`src/rtl/alu_exec_unit.sv`:
```
// Execute-stage ALU: registered result with zero/overflow flags behind a valid/ready handshake.
// Define ALU_MULU_EN to add the multi-cycle unsigned shift-add multiply on opcode 1000.
module alu_exec_unit #(
  parameter int DATA_W = 32,
  parameter int CNT_W  = 6
) (
  input  logic              clk,
  input  logic              rst_n,
  input  logic              in_valid,
  output logic              in_ready,
  input  logic [3:0]        aluctrl,
  input  logic [DATA_W-1:0] src_a,
  input  logic [DATA_W-1:0] src_b,
  output logic              out_valid,
  input  logic              out_ready,
  output logic [DATA_W-1:0] result,
  output logic [DATA_W-1:0] result_hi,
  output logic              zero,
  output logic              overflow,
  output logic              busy
);
  localparam logic [3:0] OP_AND  = 4'b0000;
  localparam logic [3:0] OP_OR   = 4'b0001;
  localparam logic [3:0] OP_ADD  = 4'b0010;
  localparam logic [3:0] OP_SUB  = 4'b0110;
  localparam logic [3:0] OP_SLT  = 4'b0111;
  localparam logic [3:0] OP_NOR  = 4'b1100;
  localparam logic [3:0] OP_MULU = 4'b1000;

  typedef enum logic [1:0] {S_IDLE = 2'd0, S_HOLD = 2'd1, S_MUL = 2'd2} state_t;

  state_t state, state_nxt;
  logic   accept, is_mul, load_sc;

  assign accept  = in_valid && in_ready;
`ifdef ALU_MULU_EN
  assign is_mul  = (aluctrl == OP_MULU);
`else
  assign is_mul  = 1'b0;
`endif
  assign load_sc = accept && !is_mul;

  // Single-cycle datapath, evaluated directly on the incoming operands
  logic [DATA_W-1:0] sum, diff, sc_res;
  logic              sc_ovf;

  always_comb begin
    sum    = src_a + src_b;
    diff   = src_a - src_b;
    sc_res = '0;
    sc_ovf = 1'b0;
    case (aluctrl)
      OP_AND: sc_res = src_a & src_b;
      OP_OR:  sc_res = src_a | src_b;
      OP_ADD: begin
        sc_res = sum;
        sc_ovf = (src_a[DATA_W-1] == src_b[DATA_W-1]) && (sum[DATA_W-1] != src_a[DATA_W-1]);
      end
      OP_SUB: begin
        sc_res = diff;
        sc_ovf = (src_a[DATA_W-1] != src_b[DATA_W-1]) && (diff[DATA_W-1] != src_a[DATA_W-1]);
      end
      OP_SLT: sc_res = {{(DATA_W-1){1'b0}}, ($signed(src_a) < $signed(src_b))};
      OP_NOR: sc_res = ~(src_a | src_b);
      default: sc_res = '0;
    endcase
  end

`ifdef ALU_MULU_EN
  // Accumulator holds {partial product, remaining multiplier bits}
  logic [DATA_W-1:0]   mcand;
  logic [2*DATA_W-1:0] acc, acc_nxt;
  logic [DATA_W:0]     psum;
  logic [CNT_W-1:0]    cnt;
  logic                mul_last;

  assign psum     = {1'b0, acc[2*DATA_W-1:DATA_W]} + {1'b0, (acc[0] ? mcand : {DATA_W{1'b0}})};
  assign acc_nxt  = {psum, acc[DATA_W-1:1]};
  assign mul_last = (state == S_MUL) && (cnt == CNT_W'(DATA_W-1));
  assign busy     = (state == S_MUL);
`else
  assign busy      = 1'b0;
  assign result_hi = '0;
`endif

  always_comb begin
    in_ready = 1'b0;
    case (state)
      S_IDLE:  in_ready = 1'b1;
      S_HOLD:  in_ready = out_ready;
      default: in_ready = 1'b0;
    endcase
  end

  assign out_valid = (state == S_HOLD);

  always_comb begin
    state_nxt = state;
    case (state)
      S_IDLE: if (accept) state_nxt = is_mul ? S_MUL : S_HOLD;
      S_HOLD: if (out_ready) state_nxt = accept ? (is_mul ? S_MUL : S_HOLD) : S_IDLE;
`ifdef ALU_MULU_EN
      S_MUL:  if (mul_last) state_nxt = S_HOLD;
`endif
      default: state_nxt = S_IDLE;
    endcase
  end

  always_ff @(posedge clk or negedge rst_n) begin
    if (!rst_n) state <= S_IDLE;
    else        state <= state_nxt;
  end

  always_ff @(posedge clk or negedge rst_n) begin
    if (!rst_n) begin
      result   <= '0;
      zero     <= 1'b0;
      overflow <= 1'b0;
`ifdef ALU_MULU_EN
      result_hi <= '0;
      mcand     <= '0;
      acc       <= '0;
      cnt       <= '0;
`endif
    end else begin
      if (load_sc) begin
        result   <= sc_res;
        zero     <= (sc_res == '0);
        overflow <= sc_ovf;
`ifdef ALU_MULU_EN
        result_hi <= '0;
`endif
      end
`ifdef ALU_MULU_EN
      if (accept && is_mul) begin
        mcand <= src_a;
        acc   <= {{DATA_W{1'b0}}, src_b};
        cnt   <= '0;
      end else if (state == S_MUL) begin
        acc <= acc_nxt;
        cnt <= cnt + 1'b1;
        if (mul_last) begin
          result    <= acc_nxt[DATA_W-1:0];
          result_hi <= acc_nxt[2*DATA_W-1:DATA_W];
          zero      <= (acc_nxt[DATA_W-1:0] == '0);
          overflow  <= 1'b0;
        end
      end
`endif
    end
  end
endmodule

```
`config.mk`:
```
export PLATFORM = sky130hd
export DESIGN_NAME = alu_exec_unit
export DESIGN_NICKNAME = d
export VERILOG_FILES = /design/src/rtl/alu_exec_unit.sv
export SDC_FILE = /design/constraint.sdc
export NUM_CORES = 1
export LEC_CHECK = 0
export ABC_AREA = 1
export BUFFER_PORTS_ARGS = -buffer_cell sky130_fd_sc_hd__buf_4
export CAP_MARGIN = 20
export CORE_MARGIN = 4
export CORE_UTILIZATION = 33
export CTS_BUF_LIST = sky130_fd_sc_hd__clkbuf_16
export DETAILED_ROUTE_END_ITERATION = 7
export GPL_TIMING_DRIVEN = 0
export HOLD_SLACK_MARGIN = 0.02
export PLACE_DENSITY = 0.6
export SLEW_MARGIN = 5
export SYNTH_ARGS = -nofsm -noshare
export SYNTH_HDL_FRONTEND = slang
export SYNTH_SLANG_ARGS = --single-unit
```
`constraint.sdc`:
```
create_clock -name clk -period 1.8 [get_ports clk]
set_input_delay 0.27 -clock clk [delete_from_list [all_inputs] [get_ports clk]]
set_output_delay 0.27 -clock clk [all_outputs]
set_load 0.03 [all_outputs]
```
==> impl_metrics.tcl <==
set metrics [dict create \
    synthTopCellsByArea "nand2_1, ha_1, inv_1" \
    fill_cells 2593 \
    cts-buffers-inserted 5 \
    crit_chain "buf_12 -> inv_12 -> ha_4 -> fa_2 -> inv_2 -> nand2_2 -> nand2_2 -> nand2_2 -> nand2_2 -> nand2_2 -> nand2_4 -> nand2_2 -> nand2_1 -> nor2_2 -> nor2_4 -> nand2_1 -> nor2_1 -> nand3_1 -> nor2_1 -> nand2_1 -> nand2_1" \
    cts_tree "done" \
    crit_path_frequent_cell "nand2_2" \
    drive_above_1_share_pct 35.7 \
    cap_violations 0 \
    overflow 0 \
    die_y_um 166 \
    min_period_ns 2.30 \
    rows 57 \
    drt-total-wl_um 33600 \
    hold_class "in2reg" \
    track_usage_pct 23.0 \
    clockRootBuffer "clkbuf_16" \
    final_common_cell "nand2_1" \
    slew_headroom_pct 61.0 \
    clkSinkCount 35 \
    htreeDepth 2 \
    ys_warn_count 0 \
    area_growth_pct 44.5 \
    grt_pass1_wl_um 51200 \
    violations "negative setup slack" \
    rsz0062_at_grt "yes" \
    worstSetupEndpointType "flip-flop" \
    grt_max_degree 36 \
    vias_per_cell 4.85 \
    die_area_mm2 0.0276 \
    tightest_slew_ns 0.586 \
    crit_path_start "src_a[0]" \
    dpl-instance-area_mm2 0.00998 \
    synth.avg_cell_area_um2 5.39 \
    fmax_mhz 434 \
    final_cell_mix "nand2_1, inv_1, buf_4" \
    drv_slew 0 \
    startpoint_type "input pin" \
    cpPeakStageDelay_ns 0.40 \
    gp_congestion 0.937 \
    status "finished with violations" \
    synth-seq-cells 35 \
    timing.final.crit_share_pct 128 \
    worstHoldPathCells 4 \
    clk_path_buf_depth 2 \
    hpwl_um 27500 \
    postRouteAntennaNets 0 \
    port_buffers 107 \
    finalClockSkew_ns 0.00312 \
    yosys.cell_types.count 42 \
    antenna_found_initial 1 \
    nets 1903 \
    synth.top_cell.area_share_pct 23.4 \
    crit_buf_inv 3 \
    crit_slowest_cell "fa_2" \
    io_pins 141 \
    ir_worst_vdd_mv 0.532 \
    fp.dieW_um 166 \
    cp.arrival_ns 2.52 \
    pre_cts_slack_ns -1.02 \
    r2r_start "state[0]" \
    core_area_mm2 0.0245 \
    crit_type "in2reg" \
    drc 0 \
    required_ns 2.02 \
    grt_pass1_vias 9427 \
    hold_end "state[0]" \
    r2r-end "zero" \
    drtIter0Drc 770 \
    syn_area_mm2 0.00827 \
    drtPass1Iterations 5 \
    synth_top_area_cell "nand2_1" \
    clkSlewWorstSetupHoldPaths_ns 0.05 \
    wire_per_inst_um 16.4 \
    path_max_fanout 3 \
    setup_ws_ns -0.504 \
    setup_viol 24 \
    synth_cells 1534 \
    leakage_nw 6.66 \
    start_util_pct 33.8 \
    yosysSeqAreaShare_pct 10.6 \
    vias 9956 \
    clk_latency_ns 0.28 \
    final_cell_area_mm2 0.0119 \
    power_density_mw_per_mm2 453 \
    finalHoldViolations 0 \
    hold_path.startpoint "out_ready" \
    reg2regPathDepth 11 \
    crit_family "simple AND/OR/NAND/NOR gates" \
    rrSetupSlack_ns 0.05 \
]
-- synth_stat cells --
master / number
o22ai_1: 3
inv_1: 303
or2_2: 1
nor3_2: 2
and3_1: 2
nand3_2: 2
nor2_2: 8
and2_4: 1
nand3_1: 132
xor2_1: 3
nor4_1: 2
a21oi_2: 3
clkinv_1: 1
nor2_1: 162
o21ai_1: 2
inv_2: 5
nand4_1: 13
dfrtp_1: 35
nand2_1: 515
o21ai_0: 35
nor2_4: 1
conb_1: 1
nand2_2: 10
buf_2: 32
a31oi_1: 3
ha_1: 102
buf_6: 2
a21oi_1: 50
buf_1: 4
nor3_1: 15
buf_4: 33
a221oi_1: 26
clkbuf_1: 5
o211ai_1: 2
and2_1: 3
o21bai_1: 8
fa_1: 2
o2bb2ai_1: 1
a211oi_1: 1
a21boi_0: 1
clkbuf_2: 1
o21a_1: 1
-- repair_timing --
item / 4_1_cts / 5_1_grt
hold buffers: 1 / 0
buffers inserted: 33 / 19
cloned: 2 / 0
pin swaps: 78 / 53
endpoints found under the hold margin: 35 / 0
resized for setup: 270 / 169
endpoints found under the setup margin: 28 / 30
-- worst min-delay path: cells and delay by family --
kind	cells	cell delay [ns]
AND/OR/NAND/NOR	2	0.15
buffers and inverters	2	0.10
-- stage by stage --
stage                     cells  power (mW)  util, %  setup TNS (ns)  hold WS [ns]
after detailed placement   1997        3.85     40.8          -17.43         0.245
after global placement     1997        3.82     40.8          -17.04         0.243
after floorplan            1566        2.91        -          -0.151       -0.0256
final                      2053        5.41     48.8           -2.62         0.279
after CTS                  2034        5.12     46.0           -1.48         0.276
after global routing       2053        5.79     48.8           -5.44         0.305
-- kinds of logic (layout without fill, tap and decap cells) --
group,after synthesis,in the layout,synth area share (%)
xor gates and xnor gates,3,3,0.318
other,1,34,0.0454
and+or+nand+nor,869,869,43.3
DFF,35,35,10.6
AOI/OAI and AO/OA,136,136,10.1
adders and majority gates,104,104,15.9
buffers and inverters,386,548,19.7
-- registers in the layout, indices dropped and copies added (netlist names) --
signal    flops
overflow      1
zero          1
state         1
result       32
-- power by group --
group	switching, mW	total [mW]	internal [mW]
logic	2.34	3.66	1.32
registers	0.0555	0.936	0.880
clock network	0.314	0.817	0.504
-- routing by layer --
metal / global-route usage (%) / share of wire (%)
met1: 32.4 / 46
met2: 37.1 / 45
met3: 3.57 / 7.1
met4: 5.12 / 2.2
met5: 0 / 0
-- how the worst max path moves through the flow --
stage                     endpoint  slack (ns)  cells past startpoint
after floorplan               zero       -0.15                     20
after global placement        zero       -1.05                     20
after detailed placement      zero       -1.02                     21
after CTS                     zero       -0.32                     20
after global routing          zero       -0.61                     21
final                         zero       -0.50                     21
-- final cells by class --
| class | instances | area (um^2) | share of cell area [%] |
|---|---|---|---|
| multi-input combinational | 1145 | 7510 | 62.8 |
| antenna | 1 | 2.50 | 0.0210 |
| clock buffer | 5 | 125 | 1.05 |
| sequential | 35 | 876 | 7.33 |
| tap | 324 | 405 | 3.39 |
| inverter | 309 | 1220 | 10.2 |
| timing repair buffer | 162 | 1260 | 10.5 |
| buffer | 69 | 539 | 4.52 |
| clock inverter | 3 | 15.0 | 0.126 |
Power figures use the tool's default switching activity.
